===== config.mk =====
export PLATFORM = sky130hd
export DESIGN_NAME = mem_stage
export DESIGN_NICKNAME = d
export VERILOG_FILES = /design/src/rtl/mem_stage.sv
export SDC_FILE = /design/constraint.sdc
export NUM_CORES = 1
export LEC_CHECK = 0
export BUFFER_PORTS_ARGS = -buffer_cell sky130_fd_sc_hd__buf_2
export CORE_MARGIN = 10
export CORE_UTILIZATION = 50
export CTS_BUF_LIST = sky130_fd_sc_hd__clkbuf_4 sky130_fd_sc_hd__clkbuf_8
export DETAILED_ROUTE_END_ITERATION = 10
export GPL_TIMING_DRIVEN = 0
export PLACE_DENSITY = 0.95
export SLEW_MARGIN = 20
export SYNTH_ARGS = -nofsm -noshare
export SYNTH_HDL_FRONTEND = slang
export SYNTH_SLANG_ARGS = --single-unit

===== constraint.sdc =====
create_clock -name i_clk -period 3.9 [get_ports i_clk]
set_input_delay 0.78 -clock i_clk [delete_from_list [all_inputs] [get_ports i_clk]]
set_output_delay 0.78 -clock i_clk [all_outputs]
set_load 0.02 [all_outputs]

===== src/rtl/mem_stage.sv =====
// mem_stage: holds one instruction between EX and WB. It waits for the load response, extracts the load data, and feeds the bypass to ID.
// Latency: a non-load retires the cycle after it is accepted. A load retires in the same cycle as dmem_rvalid (the data path is combinational from rdata).
// Backpressure: i_ex_ready drops while a load waits without rvalid, and while a flushed load's response is drained.
//
// Ports:
//   i_clk, i_rst               clock; synchronous active-high reset
//   i_flush                    discard the held instruction, accept nothing this cycle
//   i_ex_*, o_ex_ready         instruction hand-off from EX (valid/ready)
//   i_dmem_rvalid/rdata        data SRAM load response
//   o_wb_*                     retiring instruction toward WB
//   o_fwd_*                    bypass to ID; o_fwd_pending flags a load-use stall
// Optional feature: define MEM_SUBWORD_EN for byte/half extraction and sign/zero extension.
// Without it, every load returns dmem_rdata unchanged.
module mem_stage #(
   parameter int DATA_W = 32,
   parameter int PC_W   = 32,
   parameter int RA_W   = 5
) (
   input  logic                          i_clk,
   input  logic                          i_rst,
   input  logic                          i_flush,
   input  logic                          i_ex_valid,
   output logic                          o_ex_ready,
   input  logic [PC_W-1:0]               i_ex_pc,
   input  logic                          i_ex_load,
   input  logic [1:0]                    i_ex_size,
   input  logic                          i_ex_signed,
   input  logic [$clog2(DATA_W/8)-1:0]   i_ex_addr_lo,
   input  logic                          i_ex_rf_we,
   input  logic [RA_W-1:0]               i_ex_rf_waddr,
   input  logic [DATA_W-1:0]             i_ex_result,
   input  logic                          i_dmem_rvalid,
   input  logic [DATA_W-1:0]             i_dmem_rdata,
   output logic                          o_wb_valid,
   output logic [PC_W-1:0]               o_wb_pc,
   output logic                          o_wb_rf_we,
   output logic [RA_W-1:0]               o_wb_rf_waddr,
   output logic [DATA_W-1:0]             o_wb_rf_wdata,
   output logic                          o_fwd_we,
   output logic [RA_W-1:0]               o_fwd_waddr,
   output logic [DATA_W-1:0]             o_fwd_wdata,
   output logic                          o_fwd_pending
);

   localparam int AW = $clog2(DATA_W/8);

   typedef enum logic [1:0] {S_EMPTY, S_HOLD, S_WAIT, S_DRAIN} state_t;

   state_t              r_state;
   state_t              w_state_nxt;
   logic [PC_W-1:0]     r_pc;
   logic                r_rf_we;
   logic [RA_W-1:0]     r_rf_waddr;
   logic [DATA_W-1:0]   r_result;
   logic                w_ready;
   logic                w_accept;
   logic                w_wb_valid;
   logic [DATA_W-1:0]   w_load_data;
   logic [DATA_W-1:0]   w_wdata;

   always_ff @(posedge i_clk) begin
      if (i_rst) begin
         r_state <= S_EMPTY;
      end else begin
         r_state <= w_state_nxt;
      end
   end

   always_comb begin
      w_ready     = (r_state == S_EMPTY) || (r_state == S_HOLD) ||
                    ((r_state == S_WAIT) && i_dmem_rvalid);
      // Flush blocks acceptance even though ready itself does not depend on it.
      w_accept    = i_ex_valid && w_ready && !i_flush;
      w_wb_valid  = !i_flush && ((r_state == S_HOLD) ||
                                 ((r_state == S_WAIT) && i_dmem_rvalid));
      w_state_nxt = r_state;
      if (i_flush) begin
         // A load still waiting leaves a response in flight, so it must be drained.
         w_state_nxt = ((r_state == S_WAIT) && !i_dmem_rvalid) ? S_DRAIN : S_EMPTY;
      end else begin
         case (r_state)
            S_EMPTY, S_HOLD, S_WAIT: begin
               if (r_state != S_WAIT || i_dmem_rvalid) begin
                  if (w_accept) begin
                     w_state_nxt = i_ex_load ? S_WAIT : S_HOLD;
                  end else begin
                     w_state_nxt = S_EMPTY;
                  end
               end
            end
            S_DRAIN: begin
               if (i_dmem_rvalid) begin
                  w_state_nxt = S_EMPTY;
               end
            end
            default: w_state_nxt = S_EMPTY;
         endcase
      end
   end

   always_ff @(posedge i_clk) begin
      if (i_rst) begin
         r_pc       <= '0;
         r_rf_we    <= 1'b0;
         r_rf_waddr <= '0;
         r_result   <= '0;
      end else if (w_accept) begin
         r_pc       <= i_ex_pc;
         r_rf_we    <= i_ex_rf_we;
         r_rf_waddr <= i_ex_rf_waddr;
         r_result   <= i_ex_result;
      end
   end

`ifdef MEM_SUBWORD_EN
   logic [1:0]          r_size;
   logic                r_signed;
   logic [AW-1:0]       r_addr_lo;
   logic [AW-1:0]       w_half_lo;
   logic [DATA_W-1:0]   w_byte_sh;
   logic [DATA_W-1:0]   w_half_sh;

   always_ff @(posedge i_clk) begin
      if (i_rst) begin
         r_size    <= 2'd0;
         r_signed  <= 1'b0;
         r_addr_lo <= '0;
      end else if (w_accept) begin
         r_size    <= i_ex_size;
         r_signed  <= i_ex_signed;
         r_addr_lo <= i_ex_addr_lo;
      end
   end

   always_comb begin
      // The halfword lane ignores address bit 0.
      w_half_lo = r_addr_lo & ~AW'(1);
      w_byte_sh = i_dmem_rdata >> {r_addr_lo, 3'b000};
      w_half_sh = i_dmem_rdata >> {w_half_lo, 3'b000};
      case (r_size)
         2'd0:    w_load_data = {{(DATA_W-8){r_signed & w_byte_sh[7]}}, w_byte_sh[7:0]};
         2'd1:    w_load_data = {{(DATA_W-16){r_signed & w_half_sh[15]}}, w_half_sh[15:0]};
         default: w_load_data = i_dmem_rdata;
      endcase
   end
`else
   logic w_unused_subword;
   assign w_unused_subword = ^{i_ex_size, i_ex_signed, i_ex_addr_lo};
   assign w_load_data      = i_dmem_rdata;
`endif

   assign w_wdata       = (r_state == S_WAIT) ? w_load_data : r_result;

   assign o_ex_ready    = w_ready;
   assign o_wb_valid    = w_wb_valid;
   assign o_wb_pc       = r_pc;
   assign o_wb_rf_we    = r_rf_we & w_wb_valid;
   assign o_wb_rf_waddr = r_rf_waddr;
   assign o_wb_rf_wdata = w_wdata;
   assign o_fwd_we      = r_rf_we & w_wb_valid;
   assign o_fwd_waddr   = r_rf_waddr;
   assign o_fwd_wdata   = w_wdata;
   assign o_fwd_pending = (r_state == S_WAIT) && r_rf_we && !i_dmem_rvalid;

endmodule


==> summary.txt <==
Status
  – Outcome: finished, final reports clean

Place
  – Port bufs: 217
  – HPWL after detailed placement: 10300 um
  – Setup WS pre-CTS: 1.50 ns
  – Final GP Congestion: 0.856

Synthesis
  – Sequential area share after synthesis: 0.345
  – Biggest area consumer among synthesized cells: dfxtp_1
  – Asr flop ratio synth: 0
  – Syn Nets: 510
  – Most common cell in the netlist: nand2b_1
  – Ys flop type: dfxtp_1
  – Top cells by count, synth: 143 x nand2b_1, 72 x dfxtp_1, 70 x mux2i_1
  – Synthesized flop and latch total: 72
  – Post-Syn Area: 0.00417 sq mm
  – Leading post-synthesis cells by cell area: dfxtp_1 35%, nand2b_1 21%, mux2i_1 17%, mux2_4 10%, buf_4 6.8%
  – Yosys synthesis warning count: 0
  – Synth cell types: 21
  – Syn Inst Count: 397
  – Syn Area/Cell: 10.5 sq um
  – Top-area cell type share of the netlist area: 0.345
  – Post-synth EDFFs: 0

Drt
  – Drt initial violations: 122
  – Residual DRC: 0
  – Drt wl/cell: 16.9 um
  – Post-Route WL: 12300 um
  – First-pass DRT Iterations: 4
  – Vias/cell: 4.77
  – DRT antenna net count: 0
  – Via count: 3490

CTS
  – Worst-Skew Late Latency: 0.33 ns
  – Clk sink count: 72
  – CTS resizes: 0
  – H-tree levels: 3
  – CTS tree: done
  – Postcts setup bufs: 0
  – CTS buffer count: 9
  – CTS Hold Bufs: 0
  – CTS clock-pin slew for the worst setup and hold paths: 0.07 ns
  – Longest Clk Path Bufs: 2
  – Root Driver: clkbuf_8

Critical path
  – Worst r2r src: r_state[0]$_SDFFE_PP0P_
  – CP arrival: 1.96 ns
  – Buf/Inv on CP: 4
  – Worst setup EP type: output pin
  – Setup CP Type: register to output pin
  – Worst EP required: 3.12 ns
  – Critical Path Source: r_state[1]$_SDFFE_PP0P_
  – Slowest Stage Delay on Critical Path: 0.47 ns
  – Worst Setup Start Kind: register
  – R2R depth: 5
  – Worst reg2reg setup slack: 2.51 ns
  – Worst path top cell family by delay: buffers and inverters
  – CP Max Fanout: 10
  – Levels on crit path: 6
  – CP Cell Sequence: nor2b_1 > buf_6 > buf_12 > mux2_4 > buf_4 > buf_2
  – Slowest CP cell: dfxtp_1

Layout
  – Area of the multi-input gates: 0.00216 sq mm
  – Nets: 738
  – Share of layout cells above drive strength 1: 0.503
  – P&R area growth vs syn: 32.7%
  – Layout fillers: 669
  – Util after Layout: 0.677
  – Sequential Area: 0.00144 sq mm
  – Antenna diode count: 0

GRT
  – Initial antenna violation count: 0
  – First-pass GRT wire length: 19600 um
  – GRT Total Usage: 0.190
  – Vias in the first global route: 3840
  – Maximum number of pins on one net before global-route repair: 11
  – GRT Residual Overflow: 0

Job
  – Max-Cap Viols: 0

STA
  – Clock skew: 0.00825 ns
  – Final Hold Violating Endpoints: 0
  – Final min period: 2.74 ns
  – Post-route setup slack: 1.16 ns
  – RSZ-0062 raised after global routing: false
  – Final max-slew violation count: 0
  – Fmax: 364 MHz
  – Final setup viols: 0
  – Slew HR: 0.733
  – Worst-Margin Slew: 0.401 ns
  – Final period util: 0.704
  – Setup tns final: 0 ns
  – Hold WS: 0.471 ns

Floorplanning
  – Core area: 0.00818 sq mm
  – Die height: 111 um
  – # rows: 33
  – I/O pin count: 224
  – Initial Util: 0.510
  – Die area: 0.0124 sq mm
  – Die W: 111 um

Power
  – P per Cell Area: 313 mW/mm^2
  – P_leak: 2.76 nW
  – Maximum vdd ir drop: 0.165 mV

Hold path
  – HP Class: register to register
  – Min-Delay Path Depth: 2
  – Hold Crit Start: r_result[8]$_SDFFE_PP0N_
==> final cells by class <==
cell class                 count  area share
tap                          105      0.0237
clock inverter                 2     0.00181
inverter                       1    0.000678
sequential                    72       0.260
clock buffer                  10      0.0249
buffer                        65       0.102
timing repair buffer         217       0.196
multi-input combinational    259       0.390
==> kinds of logic (layout without fill, tap and decap cells) <==
kind of cell | Yosys count | count (layout) | share of synthesized area
compound gates | 6 | 6 | 0.0111
mux | 102 | 102 | 0.280
flops | 72 | 72 | 0.345
simple gates | 151 | 151 | 0.227
buf+inv | 66 | 295 | 0.136
==> layer usage <==
metal | share of wire | GRT usage | up-vias
met3 | 0.095 | 0.0837 | 18
li1 | - | - | 1713
met4 | 0.017 | 0.0557 | 0
met5 | 0 | 0 | -
met2 | 0.52 | 0.349 | 150
met1 | 0.37 | 0.189 | 1609
==> flip-flops by register name, indices dropped and copies added, names as in the netlist <==
signal / cells
o_fwd_waddr: 5
r_state: 2
r_rf_we: 1
r_result: 32
o_wb_pc: 32
==> cells in the final DEF (no fill, tap or decap), drive strengths merged <==
master / synthesis / final
inv: 1 / 1
mux2i: 70 / 70
nor2b: 1 / 1
nor3b: 1 / 1
a21oi: 3 / 3
clkbuf: 14 / 24
a211o: 2 / 2
nand3b: 2 / 2
dfxtp: 72 / 72
buf: 51 / 268
and3b: 1 / 1
and2: 1 / 1
nand2b: 143 / 143
a211oi: 1 / 1
clkinv: 0 / 2
nand2: 2 / 2
mux2: 32 / 32
==> power by group <==
| part | total [mW] | switching, mW | internal [mW] |
|---|---|---|---|
| Clock | 0.479 | 0.247 | 0.232 |
| Sequential | 0.797 | 0.0231 | 0.774 |
| Combinational | 0.458 | 0.228 | 0.230 |
==> through the flow <==
| step | total power [mW] | instance area (sq um) | instances |
|---|---|---|---|
| after CTS | 1.76 | 5540 | 731 |
| final | 1.73 | 5540 | 731 |
| after detailed placement | 1.28 | 5390 | 719 |
| after global routing | 1.82 | 5540 | 731 |
| after global placement | 1.26 | 5390 | 719 |
| after floorplan | 1.11 | 4170 | 397 |
==> tightest hold or removal path: stages, from the launching register on <==
cell	delay (ns)
dfxtp_1	0.31
nand2b_1	0.06
mux2i_1	0.05
==> path summary, 6_finish.rpt <==
kind / endpoint
worst max-delay path: o_wb_rf_wdata[13]
worst min-delay path: r_result[8]$_SDFFE_PP0N_
worst max register to register: r_result[5]$_SDFFE_PP0N_
worst min register to register: r_result[8]$_SDFFE_PP0N_
Note: power is estimated with default switching activity, not from simulation.
